**src/rtl/ps2_key_ascii_pkg.sv**
```systemverilog
// Shared Set-2 scan-code constants, frame geometry and the frame validity check
// used by the PS/2 keyboard front end.
package ps2_key_ascii_pkg;

    localparam logic [7:0] BREAK_CODE  = 8'hF0;
    localparam logic [7:0] EXT_CODE    = 8'hE0;
    localparam int         FRAME_BITS  = 11;
    localparam logic [7:0] ASCII_ENTER = 8'h0D;
    localparam logic [7:0] ASCII_SPACE = 8'h20;

    // frame[0]=start, frame[8:1]=d0..d7, frame[9]=parity, frame[10]=stop
    function automatic logic frame_ok(input logic [FRAME_BITS-1:0] frame);
        return (frame[0] == 1'b0) && (frame[10] == 1'b1) && (^frame[9:1] == 1'b1);
    endfunction

endpackage

```
**src/rtl/ps2_key_ascii_frame_rx.sv**
```systemverilog
// PS/2 receive path: synchronises the keyboard lines, detects falling clock edges,
// assembles 11-bit frames and strobes byte_valid for each well-formed byte.
module ps2_frame_rx
    import ps2_key_ascii_pkg::*;
#(
    parameter int TIMEOUT_CYCLES = 50000
) (
    input  logic       clk,
    input  logic       rst_n,
    input  logic       ps2_clk,
    input  logic       ps2_data,
    output logic [7:0] rx_byte,
    output logic       byte_valid
);

    localparam int TW = $clog2(TIMEOUT_CYCLES + 1);

    logic [2:0]            clk_sync_q, clk_sync_d;
    logic [2:0]            data_sync_q, data_sync_d;
    logic [3:0]            bit_cnt_q, bit_cnt_d;
    logic [FRAME_BITS-2:0] shift_q, shift_d;
    logic [TW-1:0]         idle_q, idle_d;
    logic [7:0]            byte_q, byte_d;
    logic                  valid_q, valid_d;
    logic                  fall;
    logic [FRAME_BITS-1:0] frame_next;

    always_comb begin
        clk_sync_d  = {clk_sync_q[1:0], ps2_clk};
        data_sync_d = {data_sync_q[1:0], ps2_data};
        fall        = clk_sync_q[2] & ~clk_sync_q[1];
        frame_next  = {data_sync_q[2], shift_q};
        bit_cnt_d   = bit_cnt_q;
        shift_d     = shift_q;
        idle_d      = idle_q;
        byte_d      = byte_q;
        valid_d     = 1'b0;
        if (fall) begin
            idle_d  = '0;
            shift_d = frame_next[FRAME_BITS-1:1];
            if (bit_cnt_q == 4'(FRAME_BITS - 1)) begin
                bit_cnt_d = '0;
                if (frame_ok(frame_next)) begin
                    valid_d = 1'b1;
                    byte_d  = frame_next[8:1];
                end
            end else begin
                bit_cnt_d = bit_cnt_q + 4'd1;
            end
        end else if (bit_cnt_q != 4'd0) begin
            // A stalled partial frame is abandoned so we resync on the next start bit
            if (idle_q == TW'(TIMEOUT_CYCLES - 1)) begin
                bit_cnt_d = '0;
                idle_d    = '0;
            end else begin
                idle_d = idle_q + TW'(1);
            end
        end
    end

    always_ff @(posedge clk) begin
        if (!rst_n) begin
            clk_sync_q  <= '1;
            data_sync_q <= '1;
            bit_cnt_q   <= '0;
            shift_q     <= '0;
            idle_q      <= '0;
            byte_q      <= '0;
            valid_q     <= 1'b0;
        end else begin
            clk_sync_q  <= clk_sync_d;
            data_sync_q <= data_sync_d;
            bit_cnt_q   <= bit_cnt_d;
            shift_q     <= shift_d;
            idle_q      <= idle_d;
            byte_q      <= byte_d;
            valid_q     <= valid_d;
        end
    end

    assign rx_byte    = byte_q;
    assign byte_valid = valid_q;

endmodule

```
**src/rtl/ps2_key_ascii.sv**
```systemverilog
// Keyboard front end for the typing game: turns the PS/2 Set-2 stream into the
// ASCII code of the currently held key plus a pulse on each new key press.
module ps2_key_ascii
    import ps2_key_ascii_pkg::*;
#(
    parameter int TIMEOUT_CYCLES = 50000
) (
    input  logic       clk,
    input  logic       rst_n,
    input  logic       ps2_clk,
    input  logic       ps2_data,
    output logic [7:0] ascii,
    output logic [7:0] scan_code,
    output logic       new_key
);

    logic [7:0] rx_byte;
    logic       byte_valid;
    logic [7:0] mapped;
    logic [7:0] ascii_q, ascii_d;
    logic [7:0] scan_q, scan_d;
    logic       new_key_q, new_key_d;
    logic       brk_q, brk_d;
    logic       ext_q, ext_d;

    ps2_frame_rx #(
        .TIMEOUT_CYCLES(TIMEOUT_CYCLES)
    ) u_rx (
        .clk       (clk),
        .rst_n     (rst_n),
        .ps2_clk   (ps2_clk),
        .ps2_data  (ps2_data),
        .rx_byte   (rx_byte),
        .byte_valid(byte_valid)
    );

    always_comb begin
        case (rx_byte)
            8'h1C: mapped = 8'h61;
            8'h32: mapped = 8'h62;
            8'h21: mapped = 8'h63;
            8'h23: mapped = 8'h64;
            8'h24: mapped = 8'h65;
            8'h2B: mapped = 8'h66;
            8'h34: mapped = 8'h67;
            8'h33: mapped = 8'h68;
            8'h43: mapped = 8'h69;
            8'h3B: mapped = 8'h6A;
            8'h42: mapped = 8'h6B;
            8'h4B: mapped = 8'h6C;
            8'h3A: mapped = 8'h6D;
            8'h31: mapped = 8'h6E;
            8'h44: mapped = 8'h6F;
            8'h4D: mapped = 8'h70;
            8'h15: mapped = 8'h71;
            8'h2D: mapped = 8'h72;
            8'h1B: mapped = 8'h73;
            8'h2C: mapped = 8'h74;
            8'h3C: mapped = 8'h75;
            8'h2A: mapped = 8'h76;
            8'h1D: mapped = 8'h77;
            8'h22: mapped = 8'h78;
            8'h35: mapped = 8'h79;
            8'h1A: mapped = 8'h7A;
            8'h45: mapped = 8'h30;
            8'h16: mapped = 8'h31;
            8'h1E: mapped = 8'h32;
            8'h26: mapped = 8'h33;
            8'h25: mapped = 8'h34;
            8'h2E: mapped = 8'h35;
            8'h36: mapped = 8'h36;
            8'h3D: mapped = 8'h37;
            8'h3E: mapped = 8'h38;
            8'h46: mapped = 8'h39;
            8'h29: mapped = ASCII_SPACE;
            8'h5A: mapped = ASCII_ENTER;
            default: mapped = 8'h00;
        endcase
    end

    always_comb begin
        ascii_d   = ascii_q;
        scan_d    = scan_q;
        new_key_d = 1'b0;
        brk_d     = brk_q;
        ext_d     = ext_q;
        if (byte_valid) begin
            scan_d = rx_byte;
            if (rx_byte == EXT_CODE) begin
                ext_d = 1'b1;
            end else if (rx_byte == BREAK_CODE) begin
                brk_d = 1'b1;
            end else if (brk_q) begin
                // Releasing a key other than the held one leaves the held key alone
                if (mapped == ascii_q) begin
                    ascii_d = 8'h00;
                end
                brk_d = 1'b0;
                ext_d = 1'b0;
            end else if (ext_q) begin
                ext_d = 1'b0;
            end else begin
                ascii_d   = mapped;
                new_key_d = (mapped != 8'h00) && (mapped != ascii_q);
            end
        end
    end

    always_ff @(posedge clk) begin
        if (!rst_n) begin
            ascii_q   <= 8'h00;
            scan_q    <= 8'h00;
            new_key_q <= 1'b0;
            brk_q     <= 1'b0;
            ext_q     <= 1'b0;
        end else begin
            ascii_q   <= ascii_d;
            scan_q    <= scan_d;
            new_key_q <= new_key_d;
            brk_q     <= brk_d;
            ext_q     <= ext_d;
        end
    end

    assign ascii     = ascii_q;
    assign scan_code = scan_q;
    assign new_key   = new_key_q;

endmodule

```
**config.mk**
```make
export PLATFORM = sky130hd
export DESIGN_NAME = ps2_key_ascii
export DESIGN_NICKNAME = d
export VERILOG_FILES = /design/src/rtl/ps2_key_ascii_pkg.sv /design/src/rtl/ps2_key_ascii_frame_rx.sv /design/src/rtl/ps2_key_ascii.sv
export SDC_FILE = /design/constraint.sdc
export NUM_CORES = 1
export LEC_CHECK = 0
export ABC_AREA = 1
export CORE_MARGIN = 2
export CORE_UTILIZATION = 45
export DETAILED_ROUTE_END_ITERATION = 8
export MAX_ROUTING_LAYER = met4
export SLEW_MARGIN = 20
export SYNTH_ARGS = -nofsm -noshare
export SYNTH_HDL_FRONTEND = slang
export SYNTH_SLANG_ARGS = --single-unit
```
**constraint.sdc**
```tcl
create_clock -name clk -period 3.89 [get_ports clk]
set_input_delay 0.778 -clock clk [delete_from_list [all_inputs] [get_ports clk]]
set_output_delay 0.778 -clock clk [all_outputs]
set_load 0.02 [all_outputs]
```
==> key figures <==
Logic synthesis
  • Ys Warns: 0
  • Main flop type after synthesis: dfxtp_1
  • Synth Cell Area: ~3700 µm²
  • Syn_nets: 514
  • Cell count after synthesis: 500
  • Register area share after synthesis: 38.3%
  • Synth async-reset ratio: 0%
  • EDFF count, synth: 0
  • Yosys reg bits: 70
  • Syn avg cell area: 7.33 µm²
  • Post-synth cell types: 43
  • Post-synth top area cell: dfxtp_1
  • Post-synth top area share: 38.3%
  • Largest cells by area after synthesis: dfxtp_1, nand2_1, nand3_1, a21oi_1, inv_1

Final layout
  • Share of post-route cells with drive strength above 1: between 10% and 20%
  • Filler cells: 780
  • Synth-to-layout area growth: 12.3%
  • Final core occ: 52.7%
  • N_diodes: 0
  • Layout Nets: around 530
  • Most frequent cells in the layout: nand2_1, dfxtp_1, inv_1, nand3_1, a21oi_1
  • Commonest non-fill, non-tap cell in the layout: nand2_1

Clock tree
  • Clk sink count: 70
  • Post-CTS setup buffers: 0
  • CTS Hold Buffers Added: 0
  • Root Driver: clkbuf_8
  • Number of H-tree levels: 3
  • Total CTS buffers: 9
  • Later-pin clock latency in the skew report: 0.34 ns
  • Clock Tree Buf Depth: 2
  • CTS tree: built
  • Clk slew on worst S/H paths: around 0.080 ns
  • Resized cells post-CTS: 0

Drt
  • Routed wire length: 7830 µm
  • Number of remaining DRC errors: 0
  • Final ANT Viol Nets: 0
  • DR pass1 iterations: 4
  • Initial drt markers: 94
  • Via count: approximately 3100
  • DR vias/cell: 5.03
  • Wire per inst: 12.6 µm

Floorplan
  • Die ar.: about 9000 µm²
  • Die W: 94.2 µm
  • Std-Cell Rows: 32
  • Chip height: 94.2 µm
  • Io pins: 21
  • Core area: between 7000 and 8000 µm²
  • Initial Utilization: between 40 and 50%

Pwr
  • Worst IR drop on VDD: roughly 0.00017 V
  • Power Density: 338 nW/µm²
  • Leakage power: 0.00175 µW

Worst setup path
  • Startpoint types: register
  • WP data required: 4.17 ns
  • Worst Path Arrival: ~3.2 ns
  • CP Cell Sequence: inv_2 -> nand2_2 -> inv_2 -> nand2_1 -> nor3_4 -> nand2_4 -> nand2_1 -> nand2_1 -> nor2_4 -> inv_2 -> nand2_1 -> nand3_1 -> o21ai_1 -> nand2_1 -> nand2_1
  • Worst path most repeated cell: nand2_1
  • Crit Path Max Fanout: 22
  • Critical Path Sink Type: register
  • Critical path class: reg2reg
  • CP top delay family: simple AND/OR/NAND/NOR gates
  • Buf/Inv on CP: 3
  • Crit path largest cell delay: around 0.40 ns
  • Critical path's slowest cell: nor2_4

Global route
  • GRT Util Overall: 20.0%
  • Largest net degree at the start of global routing: 23
  • Initial antenna violation count: 0
  • Global-route wire length before repair: 13800 µm
  • Vias in the first global route: 2971
  • Gr ovfl total: 0

STA
  • Worst Max-Slew Pin Slew: 0.607 ns
  • RSZ-0062 raised after global routing: false
  • Final hold vios: 0
  • Fin crit period: 2.88 ns
  • Clock skew: 0.0125 ns
  • Endpoints failing setup: 0
  • Slew Limit Fails: 0
  • Fmax: approximately 0.35 GHz
  • Final setup TNS: 0 ns
  • Slew headroom: approximately 59%
  • Crit share post-route: between 70% and 80%

Run
  • Max-cap violations: 0

Min path
  • HP Class: reg2reg

Placed design
  • Placer Congestion: about 0.93
  • Dpl hpwl: 5860 µm
  • Port Buf Inserts: 19

Outcome
  • Outcome: finished, final reports clean
## cell usage after synthesis, types with 8 or more instances
cell type	instances
nand2_1	110
dfxtp_1	70
inv_1	46
nand3_1	38
a21oi_1	37
nor2_1	36
o21ai_0	32
ha_1	10
nand2_2	10
xor2_1	10
nand4_1	9
inv_2	8
nor3_1	8
## final cells by class
| class | count | area (µm²) | area share [%] |
|---|---|---|---|
| well taps | 102 | 128 | 3.10 |
| flip-flops and latches | 70 | 1400 | 34.1 |
| multi-input cells | 361 | 1970 | 48.0 |
| repair buffers | 21 | 205 | 4.99 |
| clock buffers | 12 | 155 | 3.77 |
| inverters | 55 | 206 | 5.02 |
| clock inverters | 3 | 43.8 | 1.06 |
## power breakdown
group / switching [µW] / internal [µW]
registers: 8.62 / 726
clock network: 258 / 328
logic: 46.2 / 25.0
## per-stage QoR
stage | cell area, µm² | hold slack, ns | setup WS (ns) | power, µW | std cells
final | 4110 | 0.426 | 1.01 | 1390 | 624
after global routing | 4110 | 0.437 | 0.724 | 1450 | 624
after CTS | 4110 | 0.429 | 1.04 | 1410 | 624
after detailed placement | 3920 | 0.411 | 0.755 | 822 | 609
after global placement | 3920 | 0.402 | 0.773 | 820 | 609
after floorplan | 3660 | 0.393 | 1.59 | 805 | 500
## per-layer routing
layer	up-vias	part of all wire (%)	track usage, %
li1	1678	-	-
met1	1414	48	24.9
met2	39	48	32.8
met3	7	2.7	5.06
met4	0	0.89	4.71
met5	-	0	-
## registers in the layout, summed over array words and instances, names as in the netlist, named ones only
name              cells
u_rx.idle_q          16
u_rx.shift_q         10
scan_code             8
u_rx.rx_byte          8
ascii                 7
u_rx.bit_cnt_q        4
u_rx.clk_sync_q       3
u_rx.data_sync_q      3
brk_q                 1
ext_q                 1
new_key               1
u_rx.byte_valid       1
## worst register-to-register path, stage by stage (launching register included)
cell	delay [ns]
dfxtp_1	0.31
inv_2	0.06
nand2_2	0.18
inv_2	0.21
nand2_1	0.13
nor3_4	0.31
nand2_4	0.20
nand2_1	0.10
nand2_1	0.08
nor2_4	0.40
inv_2	0.23
nand2_1	0.20
nand3_1	0.11
o21ai_1	0.19
nand2_1	0.07
nand2_1	0.05
## logic make-up after synthesis
family | Yosys count | share of synthesized area [%]
flip-flops | 70 | 38.3
AND/OR/NAND/NOR | 243 | 32.9
XOR/XNOR | 17 | 4.06
AO/OA/AOI/OAI | 90 | 13.4
adder cells (fa/ha/maj) | 10 | 3.42
other | 1 | 0.102
buffers and inverters | 69 | 7.86
## worst paths after layout
kind / slack, ns / depth (start not counted) / end / start
worst min register to register: 0.43 / 1 / u_rx.data_sync_q[1] / u_rx.data_sync_q[0]
worst max register to register: 1.01 / 15 / register / u_rx.clk_sync_q[1]
worst max-delay path: 1.01 / 15 / register / u_rx.clk_sync_q[1]
worst min-delay path: 0.43 / 1 / u_rx.data_sync_q[1] / u_rx.data_sync_q[0]
Power figures use the tool's default switching activity.
